==> config.mk <==
export PLATFORM = sky130hd
export DESIGN_NAME = div_share_arbiter
export DESIGN_NICKNAME = d
export VERILOG_FILES = /design/src/rtl/div_share_arbiter.sv
export SDC_FILE = /design/constraint.sdc
export NUM_CORES = 1
export LEC_CHECK = 0
export CAP_MARGIN = 20
export CORE_ASPECT_RATIO = 1.4
export CORE_MARGIN = 4
export CORE_UTILIZATION = 34
export CTS_CLUSTER_DIAMETER = 60
export DETAILED_ROUTE_END_ITERATION = 8
export SLEW_MARGIN = 20
export SYNTH_ARGS = -nofsm -noshare
export SYNTH_HDL_FRONTEND = slang
export SYNTH_SLANG_ARGS = --single-unit
export TNS_END_PERCENT = 10
==> constraint.sdc <==
create_clock -name clk -period 6.33 [get_ports clk]
set_clock_uncertainty 0.2 [all_clocks]
set_input_delay 0.9495 -clock clk [delete_from_list [all_inputs] [get_ports clk]]
set_output_delay 0.9495 -clock clk [all_outputs]
set_load 0.05 [all_outputs]
==> src/rtl/div_share_arbiter.sv <==
// Round-robin arbiter sharing one external divider between two requesters.
// Screens divide-by-zero and overflow, launches the divider, and bounds the wait.
module div_share_arbiter #(
  parameter int TIMEOUT = 24
) (
  input  logic        clk,
  input  logic        clear,
  input  logic        req0,
  input  logic        req1,
  input  logic [7:0]  a0,
  input  logic [7:0]  a1,
  input  logic [15:0] b0,
  input  logic [15:0] b1,
  output logic        gnt0,
  output logic        gnt1,
  output logic        rsp_valid,
  output logic        rsp_id,
  output logic [7:0]  rsp_q,
  output logic [7:0]  rsp_r,
  output logic [1:0]  rsp_err,
  output logic        busy,
  output logic        div_clear,
  output logic [7:0]  div_a,
  output logic [15:0] div_b,
  input  logic        div_done,
  input  logic [7:0]  div_q,
  input  logic [7:0]  div_r
);

  localparam logic [2:0] S_IDLE   = 3'd0;
  localparam logic [2:0] S_CHECK  = 3'd1;
  localparam logic [2:0] S_LAUNCH = 3'd2;
  localparam logic [2:0] S_WAIT   = 3'd3;
  localparam logic [2:0] S_RESP   = 3'd4;

  localparam logic [7:0] TO = 8'(TIMEOUT);

  logic [2:0]  state;
  logic        rr;
  logic [7:0]  cnt;
  logic [7:0]  lat_a;
  logic [15:0] lat_b;
  logic        lat_id;
  logic        win;

  // rr only breaks ties; a lone requester always wins
  always_comb begin
    win = req1;
    if (req0 && req1) win = rr;
  end

  always_ff @(posedge clk) begin
    if (clear) begin
      state     <= S_IDLE;
      rr        <= 1'b0;
      cnt       <= 8'd0;
      lat_a     <= 8'd0;
      lat_b     <= 16'd0;
      lat_id    <= 1'b0;
      gnt0      <= 1'b0;
      gnt1      <= 1'b0;
      rsp_valid <= 1'b0;
      rsp_id    <= 1'b0;
      rsp_q     <= 8'd0;
      rsp_r     <= 8'd0;
      rsp_err   <= 2'b00;
      busy      <= 1'b0;
      div_clear <= 1'b0;
      div_a     <= 8'd0;
      div_b     <= 16'd0;
    end else begin
      gnt0      <= 1'b0;
      gnt1      <= 1'b0;
      rsp_valid <= 1'b0;
      div_clear <= 1'b0;
      unique case (state)
        S_IDLE: begin
          if (req0 || req1) begin
            state  <= S_CHECK;
            busy   <= 1'b1;
            rr     <= ~win;
            lat_id <= win;
            lat_a  <= win ? a1 : a0;
            lat_b  <= win ? b1 : b0;
            gnt0   <= ~win;
            gnt1   <= win;
          end
        end
        S_CHECK: begin
          if (lat_a == 8'd0) begin
            state     <= S_RESP;
            rsp_valid <= 1'b1;
            rsp_id    <= lat_id;
            rsp_err   <= 2'b01;
            rsp_q     <= 8'hFF;
            rsp_r     <= 8'hFF;
          end else if (lat_b[15:8] >= lat_a) begin
            state     <= S_RESP;
            rsp_valid <= 1'b1;
            rsp_id    <= lat_id;
            rsp_err   <= 2'b10;
            rsp_q     <= 8'hFF;
            rsp_r     <= 8'hFF;
          end else begin
            state     <= S_LAUNCH;
            div_clear <= 1'b1;
            div_a     <= lat_a;
            div_b     <= lat_b;
          end
        end
        S_LAUNCH: begin
          state <= S_WAIT;
          cnt   <= 8'd1;
        end
        S_WAIT: begin
          // a completion on the last allowed cycle still counts
          if (div_done) begin
            state     <= S_RESP;
            rsp_valid <= 1'b1;
            rsp_id    <= lat_id;
            rsp_err   <= 2'b00;
            rsp_q     <= div_q;
            rsp_r     <= div_r;
          end else if (cnt == TO) begin
            state     <= S_RESP;
            rsp_valid <= 1'b1;
            rsp_id    <= lat_id;
            rsp_err   <= 2'b11;
            rsp_q     <= 8'd0;
            rsp_r     <= 8'd0;
          end else begin
            cnt <= cnt + 8'd1;
          end
        end
        S_RESP: begin
          state <= S_IDLE;
          busy  <= 1'b0;
          cnt   <= 8'd0;
        end
        default: begin
          state <= S_IDLE;
          busy  <= 1'b0;
        end
      endcase
    end
  end

endmodule

## Yosys cells after proc, flatten, opt, wreduce, memory -nomap -nowiden

Cells that the tools add are included.

| storage, ports and cells | value |
|---|---|
| register bits after elaboration | 85 |
| input port bits | 69 |
| output and inout port bits | 48 |
| word-level logic and storage cells | 88 |

| operators by class | value |
|---|---|
| $add $sub $neg | 1 |
| magnitude comparators | 1 |
| equal/unequal tests | 10 |
| multiplexer cells | 37 |
| bitwise logic cells | 7 |
| reduce and logical (&&, ||, !) cells | 15 |

Operator list:

| operator | number |
|---|---|
| $mux 8 | 8 |
| $pmux 8 s2 | 2 |
| $pmux 8 s3 | 1 |
| $mux 16 | 1 |
| $mux 3 | 5 |
| $pmux 3 s4 | 1 |
| $mux 1 | 11 |
| $reduce_and 3->1 | 3 |
| $reduce_or 3->1 | 3 |
| $add 8x1->8 const B | 1 |
| $eq 8x5->1 const B | 1 |
| $ge 8x8->1 | 1 |
| $logic_not 8->1 | 1 |
| $mux 2 | 4 |
| $not 1->1 | 7 |
| $eq 3x2->1 const B | 2 |
| $ne 2x2->1 const B | 3 |
| $ne 3x3->1 const B | 2 |
| $pmux 1 s2 | 3 |
| $reduce_and 2->1 | 3 |
| $pmux 2 s2 | 1 |
| $eq 3x1->1 const B | 1 |
| $eq 3x3->1 const B | 1 |
| $logic_not 3->1 | 1 |
| other kinds (4) | 4 |

## Depth between registers and ports, before layout

| logic depth | value |
|---|---|
| depth after elaboration | 4 |
| gate-level depth with buffers | 8 |
| mapped depth without buffers | 7 |

## Worst setup path after synthesis

Ideal clock, no wire load.

| timing path | value |
|---|---|
| kind | reg-to-reg |
| start point | register lat_a[5] |
| end point | register div_a[0] |
| setup time | 72 ps |
| arrival time | 2167 ps |
| required time | 6058 ps |
| setup slack | 3892 ps |
| cell stages (with the launch flop) | 9 |
| buffers on the path | 1 |
| clock period less this slack | 2438 ps |
| cell sequence | dfxtp_1 > inv_1 > ha_1 > a211oi_1 > nor2_1 > or4_4 > nor3_4 > buf_6 > mux2i_1 |

| between the ends | value |
|---|---|
| word-level cells in the longest chain between the ends | 3 |
| elaborated cells on any way between the ends | 5 |
| those cells by class | order compare: 1; bitwise: 2; reduce/logical: 2 |

Ends and longest elaborated chain:

| element | line | text |
|---|---|---|
| start: declaration | 41 | `logic [7:0] lat_a;` |
| start signal: assignment | 83 | `lat_a <= win ? a1 : a0;` |
| $ge 8x8->1 / $logic_not 8->1 (equally long branches) | 97, 90 |  |
| $not 1->1 (no line) | - |  |
| $reduce_and 3->1 (no line) * | - |  |
| end signal: assignment | 107 | `div_a <= lat_a;` |
| end: declaration | 23 | `output logic [7:0] div_a,` |

Mark *: on every way between the ends. The rest lies on a longest branch, timed or not.
A chain may end at the register's enable or synchronous reset.

## Worst setup path after layout

| timing path | value |
|---|---|
| start point | register lat_a[5] |
| end point | register div_b[5] |

| between the ends | value |
|---|---|
| word-level cells in the longest chain between the ends | 3 |
| elaborated cells on any way between the ends | 5 |
| those cells by class | order compare: 1; bitwise: 2; reduce/logical: 2 |

Ends and longest elaborated chain:

| element | line | text |
|---|---|---|
| $ge 8x8->1 / $logic_not 8->1 (equally long branches) | 97, 90 |  |
| $not 1->1 (no line) | - |  |
| $reduce_and 3->1 (no line) * | - |  |
| end signal: assignment | 108 | `div_b <= lat_b;` |
| end: declaration | 24 | `output logic [15:0] div_b,` |

Marked as above.

==> out/results.md <==
| Parameter | Reported | Unit |
|:---|:---|:---|
| Clock latency of the later-clocked register in the worst-skew pair | 330 | ps |
| Die Footprint | 0.0133 | mm^2 |
| Horiz. Die Dim | 98.7 | um |
| Initial core utilization | 34.7 | % |
| Violation count after the first detailed-routing iteration | 106 | - |
| Growth of design area from synthesis to finish | 39.6 | % |
| Top Ports | 117 | - |
| RSZ-0062 raised after global routing | no | - |
| Slowest stage cell, crit path | sky130_fd_sc_hd__nor3_4 | - |
| Post-synthesis average cell area | 9.20 | um^2 |
| Pwr Density | 441 | mW/mm^2 |
| Total clock buffers created by CTS | 9 | - |
| Ys flop type | sky130_fd_sc_hd__dfxtp_1 | - |
| Die extent in y | 135 | um |
| Via count | 3300 | - |
| Startpoint of the lowest-slack register-to-register path | lat_a[5] | - |
| TritonCTS clock tree | built | - |
| Global-route met1 utilization | 17.4 | % |
| Count of port buffers added during placement | 116 | - |
| Largest buffer count on any clock path | 2 | - |
| Most frequent cells after synthesis | sky130_fd_sc_hd__dfxtp_1, sky130_fd_sc_hd__nand2b_1, sky130_fd_sc_hd__mux2i_1, sky130_fd_sc_hd__nor2_1, sky130_fd_sc_hd__inv_1 | - |
| Hold path startpoint | rsp_q[4] | - |
| Endpoint, Worst Hold | rsp_q[4] | - |
| Number of instances on the worst hold path | 2 | - |
| R2r endpoint | div_b[5] | - |
| Complex-gate fraction of the synthesized area | 15.3 | % |
| Async set-or-reset flop fraction in the synthesized netlist | 0 | % |
| Class of the most critical setup path | reg -> reg | - |
| Normalized max-slew margin | 33.2 | % |
| Clock transition time at the flip-flop clock pins of the worst setup and hold paths | 60 | ps |
| Met3 Use GR | 4.44 | % |
| Synthesized netlist cell count | 426 | - |
| Combinational family with the most area after synthesis | simple AND/OR/NAND/NOR gates | - |
| Worst Tran Pin Value | 1000 | ps |
| Total clock sinks | 85 | - |
| Post-synth EDFFs | 0 | - |
| Initial antenna violation count | 0 | - |
| Routed Wire Length | 9400 | um |
| Worst vdd rail ir drop | 160 | uV |
| Clock root cell | sky130_fd_sc_hd__clkbuf_16 | - |
| Reported leakage power | 0.00210 | uW |
| Area share of fa/ha/maj cells after synthesis | 3.19 | % |
| Worst hold margin | 263 | ps |
| Parity-gate share of the synthesized area counting xor and xnor cells | 0.670 | % |
| Number of failing hold endpoints at the final stage | 0 | - |
| Area of the placeable core | 0.0113 | mm^2 |
| Combined global-route utilization of all metal layers | 14.6 | % |
| Final Setup Violations | 0 | - |
| Most numerous cell in the Yosys netlist | sky130_fd_sc_hd__dfxtp_1 | - |
| Worst-path maximum fanout | 14 | - |
| Resized cells post-CTS | 0 | - |
| Number of inserted filler cells in the final layout | 1100 | - |
| Number of cell rows | 46 | - |
| Setup ws final | 3200 | ps |
| Depth of the worst register-to-register path | 8 | - |
| Total global routing overflow | 0 | - |
| Post-synthesis cell area | 0.00392 | mm^2 |
| Time the worst path needs with I/O delays and setup | 3130 | ps |
| Number of nets in the synthesized netlist | 505 | - |
| Final Net Count | 607 | - |
| Achievable Freq | 319 | MHz |
| Detailed placer's ending HPWL | 6790 | um |
| Flip-flop and latch count after synthesis | 85 | - |
| Antenna Nets Post-Route | 0 | - |
| Setup slack of the most critical reg-to-reg path | 3200 | ps |
| Diode insertion count for antenna repair | 0 | - |
| Family of cells with the greatest summed delay on the critical path | simple AND/OR/NAND/NOR gates | - |
| CTS HTree Levels | 3 | - |
| CP Launch Type | flip-flop | - |
| Ratio of cells with drive above 1 in the final layout | 4.69 | % |
| Global-route wire length before repair | 15900 | um |
| Sequential area share after synthesis | 43.4 | % |
| Kind of end point of the critical path | flip-flop | - |
| Number of distinct library cells after synthesis | 42 | - |
| Stage delay of the slowest cell on the critical path | 650 | ps |
| Pre-CTS setup slack | 3150 | ps |
| Setup fix buffers added after clock tree synthesis | 0 | - |
| Area contributors post-synth | sky130_fd_sc_hd__dfxtp_1, sky130_fd_sc_hd__mux2i_1, sky130_fd_sc_hd__nand2b_1 | - |
| Worst endpoint data arrival time | 3190 | ps |
| GR Layer Usage met2 | 24.9 | % |
| Min-delay worst type | reg -> reg | - |
| Final weighted congestion of routability-driven global placement | 0.765 | - |
| Total number of yosys warnings | 0 | - |
| Status | finished, final reports clean | - |
| Routed wire per std cell | 13.9 | um |
| Most Used Layer, Global Route | met2 | - |
| Simple logic cell fraction of the synthesized area | 17.8 | % |
| CP bufs+invs | 2 | - |
| Fraction of post-synthesis cell area in the top cell type by area | 43.4 | % |
| Total Neg Setup Slack | 0 | ps |
| Quantity of hold-fixing buffers added after cts | 0 | - |
| Iteration count of the initial detailed-routing pass | 4 | - |
| Number of global-route vias before repair | 3304 | - |
| Total count of max-transition violations in the final report | 0 | - |
| Mux contribution to synthesized area | 13.3 | % |
| # Max-Cap Violations | 0 | - |
| Number of vias per cell after detailed routing | 4.87 | - |
| Pin count of the biggest net entering global routing | 109 | - |
| Critical path data required time | 6390 | ps |
| Final worst-path cycle share | 49.5 | % |
| Post-route DRC violation count | 0 | - |
| Crit-path cells | inv_1, ha_1, a211oi_1, nor2_1, or4_4, nor3_4, buf_4, mux2i_1 | - |
| Post-synth top area cell | sky130_fd_sc_hd__dfxtp_1 | - |
-- cell type report --
| cell class | count | area, um^2 | area share [%] |
|---|---|---|---|
| clock buffer | 12 | 246 | 4.51 |
| tap | 144 | 180 | 3.29 |
| sequential | 85 | 1700 | 31.1 |
| inverter | 30 | 113 | 2.06 |
| multi-input combinational | 281 | 1990 | 36.4 |
| clock inverter | 4 | 23.8 | 0.435 |
| timing repair buffer | 121 | 1210 | 22.2 |
-- tightest hold or removal path, cell delays in order, from the launching register on --
cell and delay (ps):
sky130_fd_sc_hd__dfxtp_1 300, sky130_fd_sc_hd__inv_1 40, sky130_fd_sc_hd__a221oi_1 60
-- how the worst max path moves through the flow --
stage	depth (start not counted)	slack, ps	endpoint	startpoint
after global routing	8	2960	div_b[5]	lat_a[5]
final	8	3200	div_b[5]	lat_a[5]
after floorplan	8	3890	div_a[0]	lat_a[5]
after CTS	8	3130	div_b[1]	lat_a[5]
after detailed placement	5	3150	lat_b[4]	req0
after global placement	5	3190	lat_a[3]	req0
-- flip-flops by register name, indices dropped and copies added, names as in the netlist --
| signal | cells |
|---|---|
| div_b | 16 |
| lat_b | 16 |
| cnt | 8 |
| div_a | 8 |
| lat_a | 8 |
| rsp_q | 8 |
| rsp_r | 8 |
| state | 3 |
| rsp_err | 2 |
| busy | 1 |
| div_clear | 1 |
| gnt0 | 1 |
| gnt1 | 1 |
| lat_id | 1 |
| rr | 1 |
| rsp_id | 1 |
| rsp_valid | 1 |
-- cell families after synthesis --
| kind of cell | after synthesis |
|---|---|
| muxes | 52 |
| DFF | 85 |
| and+or+nand+nor | 129 |
| xor gates and xnor gates | 3 |
| adders and majority gates | 10 |
| AOI/OAI and AO/OA | 87 |
| buffers and inverters | 60 |
-- metrics by stage --
stage | power (uW) | cells | util (%) | area (um^2)
CTS | 2440 | 676 | 48.2 | 5440
floorplan | 1610 | 426 | - | 3920
global route | 2580 | 677 | 48.5 | 5470
finish | 2410 | 677 | 48.5 | 5470
detailed placement | 1960 | 660 | 45.8 | 5170
global placement | 1940 | 660 | 45.8 | 5170
-- placed cells by master, fill, tap and decap left out, drive strengths merged, types with 2 or more instances in the layout --
cell and n:
nand3 2, ha 10, clkbuf 12, inv 30
nor3b 2, and2 2, mux2i 50, nand2b 53
nand2 6, a31oi 2, clkdlybuf4s50 115, mux2 2
nor2 42, nor2b 3, clkinv 4, o211ai 2
nor4 2, buf 6, o21ai 24, a21oi 8
and3 3, nand4 3, nor3 6, a221oi 16
or4 3, xor2 3, dfxtp 85, a211oi 27
-- routing by layer --
layer / vias up / routed length [um]
met1: 1500 / 4050
li1: 1695 / -
met2: 99 / 4640
met5: - / 0
met3: 6 / 628
met4: 0 / 87
-- where the power goes --
part,internal [uW],switching [uW],total [uW]
Sequential,697,110,807
Combinational,438,685,1120
Clock,275,205,480
Note: power is estimated with default switching activity, not from simulation.
